===== config.mk =====
export PLATFORM = sky130hd
export DESIGN_NAME = wb_stage_flat
export DESIGN_NICKNAME = d
export VERILOG_FILES = /design/src/rtl/pipeline_pkg.sv /design/src/rtl/wb_stage_if.sv /design/src/rtl/register.sv /design/src/rtl/wb_pend_fifo.sv /design/src/rtl/wb_stage.sv /design/src/flat_wrapper.sv
export SDC_FILE = /design/constraint.sdc
export NUM_CORES = 1
export LEC_CHECK = 0
export ABC_AREA = 1
export BUFFER_PORTS_ARGS = -buffer_cell sky130_fd_sc_hd__buf_2
export CAP_MARGIN = 30
export CELL_PAD_IN_SITES_DETAIL_PLACEMENT = 2
export CELL_PAD_IN_SITES_GLOBAL_PLACEMENT = 2
export CORE_MARGIN = 1.5
export CORE_UTILIZATION = 31
export CTS_CLUSTER_SIZE = 30
export DETAILED_ROUTE_END_ITERATION = 7
export PLACE_DENSITY_LB_ADDON = 0.08
export SYNTH_ARGS = -nofsm -noshare
export SYNTH_HDL_FRONTEND = slang
export SYNTH_HIERARCHICAL = 1
export SYNTH_SLANG_ARGS = --single-unit

===== constraint.sdc =====
create_clock -name i_clk -period 4 [get_ports i_clk]
set_input_delay 0.4 -clock i_clk [delete_from_list [all_inputs] [get_ports i_clk]]
set_output_delay 0.4 -clock i_clk [all_outputs]
set_load 0.02 [all_outputs]

===== src/rtl/pipeline_pkg.sv =====
// Shared pipeline types: the in-order writeback package and the entry format
// of the writeback stage's pending divider-result queue.
package pipeline_pkg;

    localparam int XLEN          = 32;
    localparam int WB_FIFO_DEPTH = 2;

    typedef struct packed {
        logic [XLEN-1:0] rd_data;
        logic [4:0]      rd_addr;
        logic            wren;
        logic            valid;
    } pipe_buff_t;

    typedef struct packed {
        logic [XLEN-1:0] rd_data;
        logic [4:0]      rd_addr;
        logic            valid;
    } wb_entry_t;

    // True when a package really writes an architectural register (x0 never counts).
    function automatic logic writes_rd(input pipe_buff_t pkg);
        return pkg.valid & pkg.wren & (pkg.rd_addr != 5'd0);
    endfunction

endpackage


===== src/rtl/wb_stage_if.sv =====
// Writeback-stage bus: in-order and divider result packages in, register-file
// write port plus divider back-pressure and pending-register mask out.
interface wb_stage_if;
    import pipeline_pkg::*;

    pipe_buff_t      pipe_wb_pkg;
    pipe_buff_t      div_wb_pkg;
    logic            div_stall;
    logic            rf_wren;
    logic [4:0]      rf_waddr;
    logic [XLEN-1:0] rf_wdata;
    logic [31:0]     pend_mask;

    modport master (
        output pipe_wb_pkg, div_wb_pkg,
        input  div_stall, rf_wren, rf_waddr, rf_wdata, pend_mask
    );

    modport slave (
        input  pipe_wb_pkg, div_wb_pkg,
        output div_stall, rf_wren, rf_waddr, rf_wdata, pend_mask
    );

endinterface


===== src/rtl/register.sv =====
// Shared enabled register with synchronous active-high reset.
module register #(
    parameter int               WIDTH     = 1,
    parameter logic [WIDTH-1:0] RESET_VAL = '0
) (
    input  logic             clk,
    input  logic             rst,
    input  logic             en,
    input  logic [WIDTH-1:0] d,
    output logic [WIDTH-1:0] q
);

    always_ff @(posedge clk) begin
        if (rst) begin
            q <= RESET_VAL;
        end else if (en) begin
            q <= d;
        end
    end

endmodule


===== src/rtl/wb_pend_fifo.sv =====
// Pending divider-result queue: in-order storage whose entries can be killed
// in place by a younger in-order write to the same register.
module wb_pend_fifo import pipeline_pkg::*; #(
    parameter int DEPTH = WB_FIFO_DEPTH
) (
    input  logic        clk,
    input  logic        rst,
    input  logic        push,
    input  wb_entry_t   push_entry,
    input  logic        pop,
    input  logic        kill_en,
    input  logic [4:0]  kill_addr,
    output wb_entry_t   head,
    output logic        full,
    output logic        empty,
    output logic [31:0] pend_mask
);

    localparam int PTR_W = (DEPTH > 1) ? $clog2(DEPTH) : 1;
    localparam int CNT_W = $clog2(DEPTH + 1);

    wb_entry_t        entries [DEPTH];
    logic [PTR_W-1:0] rd_ptr;
    logic [PTR_W-1:0] wr_ptr;
    logic [CNT_W-1:0] count;
    logic             pop_ok;
    logic             push_ok;

    assign full    = (count == CNT_W'(DEPTH));
    assign empty   = (count == '0);
    assign head    = entries[rd_ptr];
    assign pop_ok  = pop & ~empty;
    assign push_ok = push & (~full | pop_ok);

    // Killed and popped slots drop their valid bit so the mask only shows live targets.
    always_ff @(posedge clk) begin
        if (rst) begin
            rd_ptr <= '0;
            wr_ptr <= '0;
            count  <= '0;
            for (int i = 0; i < DEPTH; i++) begin
                entries[i] <= '0;
            end
        end else begin
            for (int i = 0; i < DEPTH; i++) begin
                if (kill_en && entries[i].valid && entries[i].rd_addr == kill_addr) begin
                    entries[i].valid <= 1'b0;
                end
            end
            if (pop_ok) begin
                entries[rd_ptr].valid <= 1'b0;
                rd_ptr                <= rd_ptr + 1'b1;
            end
            if (push_ok) begin
                entries[wr_ptr] <= push_entry;
                wr_ptr          <= wr_ptr + 1'b1;
            end
            case ({push_ok, pop_ok})
                2'b10:   count <= count + 1'b1;
                2'b01:   count <= count - 1'b1;
                default: count <= count;
            endcase
        end
    end

    always_comb begin
        pend_mask = '0;
        for (int i = 0; i < DEPTH; i++) begin
            if (entries[i].valid) begin
                pend_mask[entries[i].rd_addr] = 1'b1;
            end
        end
    end

endmodule


===== src/rtl/wb_stage.sv =====
// Writeback stage: arbitrates the single register-file write port between the
// in-order pipe result and queued out-of-order divider completions.
module wb_stage import pipeline_pkg::*; #(
    parameter int DEPTH = WB_FIFO_DEPTH,
    parameter int XLEN  = pipeline_pkg::XLEN
) (
    input  logic      i_clk,
    input  logic      i_rst,
    wb_stage_if.slave bus
);

    pipe_buff_t      pipe_pkg;
    pipe_buff_t      div_pkg;
    logic            pipe_win;
    logic            div_ok;
    logic            div_killed;
    logic            bypass;
    logic            push;
    logic            pop;
    logic            full;
    logic            empty;
    wb_entry_t       head;
    wb_entry_t       push_entry;
    logic            next_wren;
    logic [4:0]      next_waddr;
    logic [XLEN-1:0] next_wdata;

    assign pipe_pkg = bus.pipe_wb_pkg;
    assign div_pkg  = bus.div_wb_pkg;

    assign push_entry = '{rd_data: div_pkg.rd_data, rd_addr: div_pkg.rd_addr, valid: 1'b1};

    // The in-order writer is younger than anything the divider offers, so it
    // wins the port and kills both queued and same-cycle divider results to its rd.
    always_comb begin
        pipe_win   = writes_rd(pipe_pkg);
        div_ok     = writes_rd(div_pkg) & ~full;
        div_killed = pipe_win & (div_pkg.rd_addr == pipe_pkg.rd_addr);
        bypass     = div_ok & ~pipe_win & empty;
        push       = div_ok & ~div_killed & ~bypass;
        pop        = ~pipe_win & ~empty;

        next_wren  = 1'b0;
        next_waddr = pipe_pkg.rd_addr;
        next_wdata = pipe_pkg.rd_data;
        if (pipe_win) begin
            next_wren = 1'b1;
        end else if (pop) begin
            next_wren  = head.valid;
            next_waddr = head.rd_addr;
            next_wdata = head.rd_data;
        end else if (bypass) begin
            next_wren  = 1'b1;
            next_waddr = div_pkg.rd_addr;
            next_wdata = div_pkg.rd_data;
        end
    end

    wb_pend_fifo #(.DEPTH(DEPTH)) u_fifo (
        .clk        (i_clk),
        .rst        (i_rst),
        .push       (push),
        .push_entry (push_entry),
        .pop        (pop),
        .kill_en    (pipe_win),
        .kill_addr  (pipe_pkg.rd_addr),
        .head       (head),
        .full       (full),
        .empty      (empty),
        .pend_mask  (bus.pend_mask)
    );

    assign bus.div_stall = full;

    register #(.WIDTH(1)) u_wren_reg (
        .clk (i_clk),
        .rst (i_rst),
        .en  (1'b1),
        .d   (next_wren),
        .q   (bus.rf_wren)
    );

    // Address and data only move on a real write so idle cycles keep the last values.
    register #(.WIDTH(5 + XLEN)) u_wdata_reg (
        .clk (i_clk),
        .rst (i_rst),
        .en  (next_wren),
        .d   ({next_waddr, next_wdata}),
        .q   ({bus.rf_waddr, bus.rf_wdata})
    );

    always_ff @(posedge i_clk) begin
        if (!i_rst) begin
            assert (!(div_ok && pipe_pkg.wren && !pipe_pkg.valid &&
                      pipe_pkg.rd_addr == div_pkg.rd_addr));
        end
    end

endmodule

===== src/flat_wrapper.sv =====
// flat-port wrapper written by rule: the top's interface ports become plain ports
module wb_stage_flat import pipeline_pkg::*;
#(
    parameter int DEPTH = WB_FIFO_DEPTH,
    parameter int XLEN  = pipeline_pkg::XLEN
)
  (i_clk, i_rst, bus_pipe_wb_pkg, bus_div_wb_pkg, bus_div_stall, bus_rf_wren, bus_rf_waddr, bus_rf_wdata, bus_pend_mask);
  wb_stage_if bus_i ();
  input  logic i_clk;
  input  logic i_rst;
  input wire logic [$bits(bus_i.pipe_wb_pkg)-1:0] bus_pipe_wb_pkg;
  input wire logic [$bits(bus_i.div_wb_pkg)-1:0] bus_div_wb_pkg;
  output wire logic [$bits(bus_i.div_stall)-1:0] bus_div_stall;
  output wire logic [$bits(bus_i.rf_wren)-1:0] bus_rf_wren;
  output wire logic [$bits(bus_i.rf_waddr)-1:0] bus_rf_waddr;
  output wire logic [$bits(bus_i.rf_wdata)-1:0] bus_rf_wdata;
  output wire logic [$bits(bus_i.pend_mask)-1:0] bus_pend_mask;
  assign bus_i.pipe_wb_pkg = bus_pipe_wb_pkg;
  assign bus_i.div_wb_pkg = bus_div_wb_pkg;
  assign bus_div_stall = bus_i.div_stall;
  assign bus_rf_wren = bus_i.rf_wren;
  assign bus_rf_waddr = bus_i.rf_waddr;
  assign bus_rf_wdata = bus_i.rf_wdata;
  assign bus_pend_mask = bus_i.pend_mask;
  wb_stage #(.DEPTH(DEPTH), .XLEN(XLEN)) u_core (.i_clk(i_clk), .i_rst(i_rst), .bus(bus_i));
endmodule

# Yosys cells after proc, flatten, opt, wreduce, memory -nomap -nowiden
# Memory sizes are Yosys's and may differ from the RTL's. A register that Yosys moved wholly into a read port is not among the register bits.
# Cells that the tools add are included.
# classes
add_sub_neg	4
n_mul	0
n_div	0
order_cmp	4
n_eq_ne	6
shifts	0
mux	37
bitwise	22
n_reduce_logical	11
# ops
op	n
$mux W32	5
$mux W38	1
$reduce_or A38 Y1	1
$or A32 B32 Y32	1
$mux W1	24
$eq A5 B5 Y1	3
$mux W5	3
$and A1 B1 Y1	13
$lt A5 B6 Y1 const B	2
$demux W1 S5	2
$ge A5 B1 Y1 const B	2
$reduce_bool A5 Y1	2
$logic_and A1 B1 Y1	6
$not A1 Y1	5
$eq A2 B2 Y1 const B	2
$pmux W2 S2	1
$or A1 B1 Y1	3
$add A1 B1 Y1 const B	2
$add A2 B1 Y2 const B	1
$eq A2 B1 Y1 const B	1
$logic_not A2 Y1	1
$mux W2	1
$reduce_bool A2 Y1	1
$sub A2 B1 Y2 const B	1
# word_totals
reg_bits	42
latch_bits	0
ramBits	76
romBits	0
inputBits	80
elab_cells	90
mem_count	1
# mem_list
memory	depth	width	rd	rd_ports_with_merged_regs	write_ports	line	source
u_core.u_fifo.entries	2	38	3	1	3	wb_pend_fifo.sv:22	wb_entry_t entries [DEPTH];

# Longest topological paths before layout
# Gate-level depths: netlist (run 1).
# depth
depth_word	11
mapped_depth	15
ltp_nobuf	14

# Hierarchy
# The synthesis (run 1) kept the hierarchy.
# by_module_without_submodules
mod	instances	cells_each	area_each_um2	seq_area_each_um2
wb_pend_fifo	1	425	4127.7	2382.3
register at u_core.u_wdata_reg	1	234	1522.7	740.7
wb_stage	1	272	1287.5	0.0
register at u_core.u_wren_reg	1	7	45.0	20.0

# Worst setup path before layout (run 1)
# OpenSTA, ideal clock, no wires.
# synth_path
path_kind	reg-to-reg
from	register u_core.u_fifo.count[1]
to	memory u_core/u_fifo/entries[1][0] (netlist bit) (enable)
setup_time_ns	0.294
t_arrival_ns	2.796
required_time_ns	3.706
setup_slack_ns	0.910
stages_incl_launch_ff	13
synth_period_minus_slack_ns	3.090
path_cell_list	dfxtp_1 > inv_1 > nand2_1 > inv_1 > inv_1 > buf_1 > o21bai_1 > a21oi_1 > nand4_1 > buf_2 > nand2_1 > nor2_1 > nand2_1
# synth_rtl
element	line	source
start, declared	wb_pend_fifo.sv:25	logic [CNT_W-1:0] count;
start signal, assigned	wb_pend_fifo.sv:59	2'b10: count <= count + 1'b1;
start signal, assigned	wb_pend_fifo.sv:60	2'b01: count <= count - 1'b1;
start signal, assigned	wb_pend_fifo.sv:61	default: count <= count;
end, declared	wb_pend_fifo.sv:22	

==> out/metrics.csv, run 1 <==
metric,value,unit
PortBufs,150,
static leakage,4.308,nW
share of post-route cells with drive strength above 1,0.2439,
Worst setup EP type,flop,
maximum root-to-sink buffer count,2,
CTS tree,built,
fmax,347.5,MHz
top cell type by total area after synthesis,edfxtp_1,
drt via density,4.723,
Critical Path Start,u_core/u_fifo/count[1],
violated checks,DRC,
Hold/Removal Path Class,in -> reg,
Chip Height,153.1,um
fin. max-slew vios,0,
initial DRC count,293,
count of flip-flops with a built-in enable after synthesis,76,
Synth warnings,6,
WL final,23150,um
DRT antenna net count,0,
Skew-Pair Late Insertion Delay,0.42,ns
actual slew at the worst max-slew pin,0.7746,ns
die width,153.1,um
P&R area growth vs syn,22.74,%
number of H-tree levels,4,
Metal-1 WL,10480,um
most used flip-flop cell after synthesis,edfxtp_1,
share of the synthesized area in the top cell type,0.3268,
Area after DPL,8015,um^2
synthesized area,6983,um^2
Residual DRC,24,
GP Congestion,0.8065,
hpwl dp,16670,um
# nets final,1166,
syn avg cell area,7.445,um^2
initial core utilization,0.3180,
Clock Sinks,119,
Ports,151,
metal2 WL,11650,um
hold path cells,2,
CP Cell Sequence,inv_1 > nand2_1 > inv_1 > clkinv_1 > buf_4 > o21bai_1 > a21oi_1 > nand4_1 > nand2_2 > buf_4,
Worst Path Arrival,2.99,ns
Setup Crit Path Kind,reg -> reg,
global-route wire length before repair,37680,um
Unique masters post-synth,32,
required time worst endpoint,4.11,ns
top routing layer used,met4,
Worst R2R Setup Slack,1.12,ns
R2R depth,10,
Syn Inst Count,938,
vias in the first global route,6994,
"top cells by count, synth","224 x nor2_1, 176 x nand2_1, 141 x inv_1",
Critical-path top delay cell,nand2_2,
post-CTS sizing,0,
Max IR drop VDD,0.3037,mV
# hold bufs at CTS,0,
Layout Skew,0.01252,ns
"Reg clk slew, reported paths",0.06,ns
fin area,8571,um^2
Post CTS Setup Buffer Count,0,
Die ar.,23440,um^2
period utilization,0.7194,
ys async rst share,0,
largest net degree at the start of global routing,46,
Startpoint Class,flop,
Seq cells post-synth,119,
TritonCTS Buffers,17,
dominant cells by area after synthesis,"edfxtp_1 33%, dfxtp_1 12%, nor2_1 12%",
status,finished with violations,
final hold violation count,0,
most frequent cell after synthesis,nor2_1,
via count,6518,
row count,54,
total global routing overflow,0,
final setup fails,0,
total power draw,3.398,mW
GR Util All Layers,0.2034,
initial antenna violation count,1,
Pwr Density,396.5,nW/um^2
post-synthesis sequential area ratio,0.4501,
worst relative slew slack,0.4828,
WL met3,840,um
Critical Path End,u_core/u_fifo/entries[1][5],
CP Max Fanout,19,
Tmin final,2.878,ns
setup TNS,0,ns
CP max stage delay,0.45,ns
routed len/inst,16.77,um
1st-pass router iterations,8,
FF-to-FF Start,u_core/u_fifo/count[1],
unrepaired setup endpoints after global routing,no,
Root Buffer,clkbuf_16,
worst r2r dst,u_core/u_fifo/entries[1][5],
max_cap viols,0,
core area,21960,um^2
-- metrics by stage --
stage                     setup WS, ns  utilization  cells  hold WS, ns
after CTS                        1.067       0.3900   1378       0.2612
after detailed placement         1.070       0.3650   1346       0.4634
after floorplan                 0.9099            -    940       0.4417
after global routing            0.8487       0.3902   1379       0.2833
after global placement           1.205       0.3619   1341       0.4571
final                            1.122       0.3903   1380       0.2759
-- power by group --
| group | switching [mW] | internal (mW) | total [mW] |
|---|---|---|---|
| Sequential | 0.0399 | 1.38 | 1.42 |
| Clock | 0.623 | 0.804 | 1.43 |
| Combinational | 0.363 | 0.185 | 0.548 |
-- cells in the final DEF, fill, tap and decap left out, drive strengths merged --
cell      netlist  layout
nor2          246     246
clkinv          0       6
a31oi           1       1
or2             1       1
nand3b         38      38
nor3           15      15
o21ai          42      42
o22ai           4       4
dfxtp          43      43
o21bai          1       1
xnor2           2       2
edfxtp         76      76
mux2           32      32
a21oi           6       6
nand4           2       2
conb            1       3
buf            35     170
inv           144     148
xor2            3       3
clkinvlp        0       5
diode           0       1
clkbuf          8      17
nand3          61      61
nand2         177     177
-- worst min-delay path by stage --
stage | start | endpoint | slack [ns]
after floorplan | u_core/u_fifo/wr_ptr | u_core/u_fifo/wr_ptr | 0.44
after global placement | u_core/u_wdata_reg/q[27] | u_core/u_wdata_reg/q[27] | 0.46
after detailed placement | u_core/u_wdata_reg/q[22] | u_core/u_wdata_reg/q[22] | 0.46
after CTS | i_rst | u_core/u_fifo/count[0] | 0.26
after global routing | i_rst | u_core/u_fifo/count[0] | 0.28
final | i_rst | u_core/u_fifo/count[0] | 0.28
-- cell families after synthesis --
group           synth area share
buf+inv                   0.1154
compound gates           0.04049
xor+xnor                0.006272
flops                     0.4501
mux                      0.05160
simple gates              0.3356
other cells            0.0005370
-- registers in the layout (all words and copies together) (netlist names), named ones only --
register,cells
u_core/u_fifo/count,2
u_core/u_wren_reg/q,1
u_core/u_wdata_reg/q,37
u_core/u_fifo/entries,76
u_core/u_fifo/wr_ptr,1
u_core/u_fifo/rd_ptr,1
-- layer usage --
metal	track usage	vias up
li1	-	3236
met3	0.03969	14
met1	0.2480	3152
met2	0.3723	116
met4	0.03782	0
met5	0	-
-- final cells by class --
cell class / count / area, um^2
Multi-Input combinational cell: 634 / 3057
Antenna cell: 1 / 2.502
Timing Repair Buffer: 170 / 928.4
Fill cell: 2629 / 13390
Inverter: 144 / 540.5
Sequential cell: 119 / 3144
Clock buffer: 17 / 425.4
Clock inverter: 15 / 122.6
Tap cell: 280 / 350.3
-- worst max-delay path, delay by kind of cell (launching register included) --
| kind | cells | cell delay, ns |
|---|---|---|
| DFF | 1 | 0.44 |
| buffers and inverters | 5 | 0.82 |
| and+or+nand+nor | 3 | 0.77 |
| AOI/OAI and AO/OA | 2 | 0.54 |
No activity file was read; power rests on OpenSTA's default activity.
==> run 2: changes to the inputs <==
clock period = 2.7 ns   (was 4 ns; I/O delays follow)
==> run 2 against run 1 <==
Against the previous run: worst setup slack worse by 0.81 ns; die area stayed put; first-iteration DRC count is 27% lower; clock power grew 62%; the flow still finishes with violations (DRC); combinational power is 51% higher; global-route usage up 0.58 points; via count increased by 0.81%; register-to-register slack worse by 0.81 ns; sequential share of layout area decreased by 0.40 points; clock skew down 0.0022 ns; sequential power up 49%; maximum frequency is 21% higher.
==> out/metrics.csv, run 2 (synthesis gave the netlist of run 1 again) <==
metric,value,unit
share of post-route cells with drive strength above 1,0.2457,
fmax,419.1,MHz
Die ar.,23440,um^2
vias in the first global route,7224,
GR peak layer,met2,
total global routing overflow,0,
hold endpoint,u_core/u_fifo/count[0],
routed len/inst,16.89,um
hold path cells,2,
WL final,23370,um
initial core utilization,0.3180,
Residual DRC,22,
worst r2r dst,u_core/u_fifo/entries[0][9],
Max IR drop VDD,0.3831,mV
"Reg clk slew, reported paths",0.06,ns
post-CTS sizing,0,
Layout Skew,0.01033,ns
die width,153.1,um
Post CTS Setup Buffer Count,0,
P&R area growth vs syn,24.10,%
status,finished with violations,
Hold/Removal Path Class,in -> reg,
GR Util All Layers,0.2092,
M2 GR Usage,0.3784,
global-route wire length before repair,38580,um
required time worst endpoint,2.97,ns
static leakage,4.364,nW
fin. max-slew vios,0,
initial antenna violation count,2,
Startpoint Class,flop,
initial DRC count,214,
met1 Use GR,0.2523,
final hold violation count,0,
core area,21960,um^2
Worst Path Arrival,2.66,ns
largest net degree at the start of global routing,65,
Chip Height,153.1,um
CTS tree,built,
CP Max Fanout,23,
R2R depth,11,
1st-pass router iterations,7,
Multi-input gate area,3057,um^2
# nets final,1170,
"most common cell after layout, fill and taps aside",nor2_1,
Largest regs,"u_core/u_fifo/entries: 76 flops, u_core/u_wdata_reg/q: 37 flops, u_core/u_fifo/count: 2 flops",
Pwr Density,604.8,nW/um^2
period utilization,0.8838,
row count,54,
TritonCTS Buffers,17,
worst relative slew slack,0.4543,
Worst R2R Setup Slack,0.31,ns
M3 GR Usage,0.04395,
# hold bufs at CTS,0,
Seq. cell area,3144,um^2
Clock Sinks,119,
Largest Register,u_core/u_fifo/entries,
utilization after layout,0.3946,
final setup fails,0,
DRT antenna net count,0,
via count,6571,
FF-to-FF Start,u_core/u_fifo/count[0],
"commonest non-fill, non-tap cells in the layout","224 x nor2_1, 173 x nand2_1, 150 x buf_2",
Largest register FFs,76,
Ports,151,
Skew-Pair Late Insertion Delay,0.42,ns
Setup Crit Path Kind,reg -> reg,
dpl ws,0.3145,ns
actual slew at the worst max-slew pin,0.8173,ns
Worst setup EP type,flop,
max_cap viols,0,
drt via density,4.748,
Tmin final,2.386,ns
number of H-tree levels,4,
maximum root-to-sink buffer count,2,
setup slack after layout,0.3138,ns
PortBufs,150,
GP Congestion,0.7675,
violated checks,DRC,
hpwl dp,16120,um
Hold Crit Start,i_rst,
fill cell count,2614,
unrepaired setup endpoints after global routing,no,
Root Buffer,clkbuf_16,
[run 2: worst max-delay path, cell delays in order (launching register included)]
cell	delay (ns)
dfxtp_1	0.41
inv_2	0.09
nand2_1	0.11
inv_1	0.06
nor2_1	0.10
nand2_1	0.16
o21bai_1	0.20
a21oi_1	0.26
nand3b_2	0.14
or2_2	0.30
buf_4	0.26
nor2_1	0.14
[run 2: power breakdown]
group          leakage (nW)  total [mW]  switching [mW]  internal, mW
combinational          2.94       0.830           0.545         0.284
clock                 0.282        2.31           0.926          1.38
sequential             1.14        2.11          0.0563          2.05
[run 2: per-layer routing]
layer | vias to the layer above | share of wire
met2 | 128 | 0.49
met4 | 2 | 0.012
met1 | 3178 | 0.45
li1 | 3238 | -
met5 | - | 0.00051
met3 | 25 | 0.041
[run 2: worst max path at each step]
| stage | start | endpoint | slack (ns) | depth (start not counted) |
|---|---|---|---|---|
| finish | u_core/u_fifo/count[0] | u_core/u_fifo/entries[0][9] | 0.31 | 11 |
| global route | u_core/u_fifo/count[0] | u_core/u_fifo/entries[0][15] | 0.05 | 11 |
| CTS | u_core/u_fifo/count[0] | u_core/u_fifo/entries[0][13] | 0.27 | 11 |
| detailed placement | u_core/u_fifo/count[0] | u_core/u_fifo/entries[1][14] | 0.31 | 10 |
| global placement | u_core/u_fifo/count[0] | u_core/u_wdata_reg/q[36] | 0.34 | 13 |
| floorplan | u_core/u_fifo/count[1] | u_core/u_fifo/entries[1][0] | -0.04 | 12 |
[run 2: stage by stage]
stage	setup TNS (ns)	instance area (um^2)	instances	total power, mW	hold slack (ns)
final	0	8666	1384	5.241	0.1543
after global routing	0	8663	1383	5.489	0.1672
after CTS	0	8663	1383	5.326	0.1417
after detailed placement	0	8068	1351	2.986	0.4656
after global placement	0	8040	1350	2.956	0.4550
after floorplan	-0.03681	6995	940	2.670	0.3391
[run 2: area by class of cell]
type,count,share of cell area
flip-flops and latches,119,0.3628
multi-input cells,634,0.3527
repair buffers,174,0.1126
inverters,144,0.06237
clock buffers,17,0.04909
well taps,280,0.04043
clock inverters,15,0.01964
diodes,1,0.0002888
==> run 3: changes to the inputs <==
ABC_AREA = not set   (was 1)
CORE_UTILIZATION = 34   (was 31)
==> run 3 against run 2 <==
Against the previous run: the run now ends clean; via count decreased by 19%; register-to-register slack improved by 0.21 ns; flip-flop and latch count unchanged; cell area decreased by 7.7%; clock skew decreased by 0.00077 ns; total power decreased by 4.5%; final cell count decreased by 28%; non-clock buffer count increased by 4; global-route usage increased by 0.56 points; critical path type is now reg -> out; largest cell class unchanged; largest power group unchanged.
==> out/metrics.csv, run 3 <==
metric,value,unit
initial antenna violation count,0,
initial core utilization,0.3465,
synthesized area,6460,um^2
P&R area growth vs syn,23.78,%
# hold bufs at CTS,0,
Skew-Pair Late Insertion Delay,0.42,ns
Max IR drop VDD,0.4606,mV
initial DRC count,187,
GR Util All Layers,0.2148,
Synth warnings,6,
hold path cells,3,
required time worst endpoint,2.43,ns
Tmin final,2.208,ns
Setup Crit Path Kind,reg -> out,
maximum root-to-sink buffer count,2,
DRT antenna net count,0,
unrepaired setup endpoints after global routing,no,
Die ar.,19840,um^2
1st-pass router iterations,4,
worst relative slew slack,0.6209,
Layout Skew,0.009564,ns
static leakage,3.168,nW
status,"complete, no violations",
top cell type by total area after synthesis,edfxtp_1,
fin area,7996,um^2
row count,50,
Seq cells post-synth,119,
Startpoint Class,flop,
most used flip-flop cell after synthesis,edfxtp_1,
Largest register FFs,76,
die width,140.8,um
total power draw,5.006,mW
Largest regs,"u_core/u_fifo/entries: 76 flops, u_core/u_wdata_reg/q: 37 flops, u_core/u_fifo/count: 2 flops",
syn avg cell area,10.82,um^2
Hold/Removal Path Class,in -> reg,
ys async rst share,0,
WL final,20610,um
TritonCTS Buffers,17,
vias in the first global route,5882,
# nets final,823,
CTS tree,built,
Worst R2R Setup Slack,0.52,ns
Hold Slack,0.2032,ns
post-CTS sizing,0,
Ports,151,
most frequent cell after synthesis,nor2_1,
GP Congestion,0.7508,
Root Buffer,clkbuf_16,
largest net degree at the start of global routing,40,
routed len/inst,20.82,um
Syn Inst Count,597,
Unique masters post-synth,41,
fill cell count,2003,
global-route wire length before repair,32530,um
final hold violation count,0,
post-synthesis sequential area ratio,0.4865,
PortBufs,150,
Worst setup EP type,output port,
actual slew at the worst max-slew pin,0.5687,ns
CP Max Fanout,10,
fmax,452.8,MHz
dominant cells by area after synthesis,"edfxtp_1 35%, dfxtp_1 13%, nor2_1 6.9%",
R2R depth,6,
worst r2r dst,u_core/u_wdata_reg/q[20],
core area,18640,um^2
share of the synthesized area in the top cell type,0.3533,
Residual DRC,0,
hold endpoint,u_core/u_fifo/entries[1][25],
Hold Crit Start,bus_div_wb_pkg[26],
via count,5332,
fin. max-slew vios,0,
Pwr Density,626.0,nW/um^2
drt via density,5.386,
"top cells by count, synth","119 x nor2_1, 76 x edfxtp_1, 43 x dfxtp_1",
count of flip-flops with a built-in enable after synthesis,76,
Clock Sinks,119,
"most common cell after layout, fill and taps aside",buf_2,
max_cap viols,0,
"Reg clk slew, reported paths",0.05,ns
Worst Path Arrival,1.94,ns
final setup fails,0,
number of H-tree levels,4,
share of post-route cells with drive strength above 1,0.3598,
total global routing overflow,0,
period utilization,0.8179,
n_diodes,0,
Largest Register,u_core/u_fifo/entries,
Area after DPL,7442,um^2
"commonest non-fill, non-tap cells in the layout","150 x buf_2, 118 x nor2_1, 76 x edfxtp_1",
Chip Height,140.8,um
setup TNS,0,ns
Post CTS Setup Buffer Count,0,
hpwl dp,14240,um
==> run 3: changes by cell type after synthesis, sizes merged, moves of 40 or more <==
cell	previous run	this run
nor2	246	119
nand2	177	5
nand3	61	9
or3	0	40
inv	144	4
o21ai	42	1
==> run 3: worst max-delay path by stage <==
stage,cells after the start,start,to
floorplan,9,u_core/u_fifo/count[1],u_core/u_fifo/entries[1][10]
global placement,8,bus_pipe_wb_pkg[5],u_core/u_fifo/entries[0][25]
detailed placement,8,bus_pipe_wb_pkg[5],u_core/u_fifo/entries[1][25]
CTS,3,u_core/u_fifo/entries[1][1],bus_pend_mask[20]
global route,3,u_core/u_fifo/entries[0][5],bus_pend_mask[11]
finish,3,u_core/u_fifo/entries[0][5],bus_pend_mask[11]
==> run 3: report_power, final <==
| part | internal (mW) | leakage [nW] | total (mW) | switching, mW |
|---|---|---|---|---|
| logic | 0.317 | 1.76 | 0.751 | 0.434 |
| registers | 2.04 | 1.14 | 2.11 | 0.0617 |
| clock network | 1.34 | 0.269 | 2.15 | 0.812 |
==> run 3: final cells by class <==
| type | count | area [um^2] | area share |
|---|---|---|---|
| flip-flops and latches | 119 | 3144 | 0.3932 |
| multi-input cells | 423 | 2972 | 0.3716 |
| repair buffers | 178 | 1011 | 0.1264 |
| clock buffers | 24 | 483.0 | 0.06040 |
| well taps | 234 | 292.8 | 0.03661 |
| clock inverters | 8 | 71.32 | 0.008919 |
| inverters | 4 | 22.52 | 0.002816 |
==> run 3: critical path: stages, from the launching register on <==
cell and delay [ns]:
edfxtp_1 0.55, or3b_2 0.58, o22ai_1 0.19, buf_2 0.20
==> run 3: metal layers <==
layer  wire [um]  global-route usage  vias to the layer above
li1            -                   -                     2484
met2       10590              0.3861                      120
met3         665             0.03940                       24
met1        9069              0.2600                     2704
met5           0                   0                        -
met4         289             0.06798                        0
==> run 3: cells by family after synthesis <==
kind of cell | synth area share
compound gates | 0.1172
flops | 0.4865
mux | 0.1267
other cells | 0.0005805
xor+xnor | 0.02169
buf+inv | 0.05907
simple gates | 0.1883
==> run 3: stage by stage <==
step / util / std cells / setup slack (ns)
finish: 0.4289 / 990 / 0.4916
global route: 0.4289 / 990 / 0.3753
CTS: 0.4289 / 990 / 0.4645
detailed placement: 0.3992 / 958 / 0.09005
global placement: 0.3992 / 958 / 0.1449
floorplan: - / 598 / -0.05217
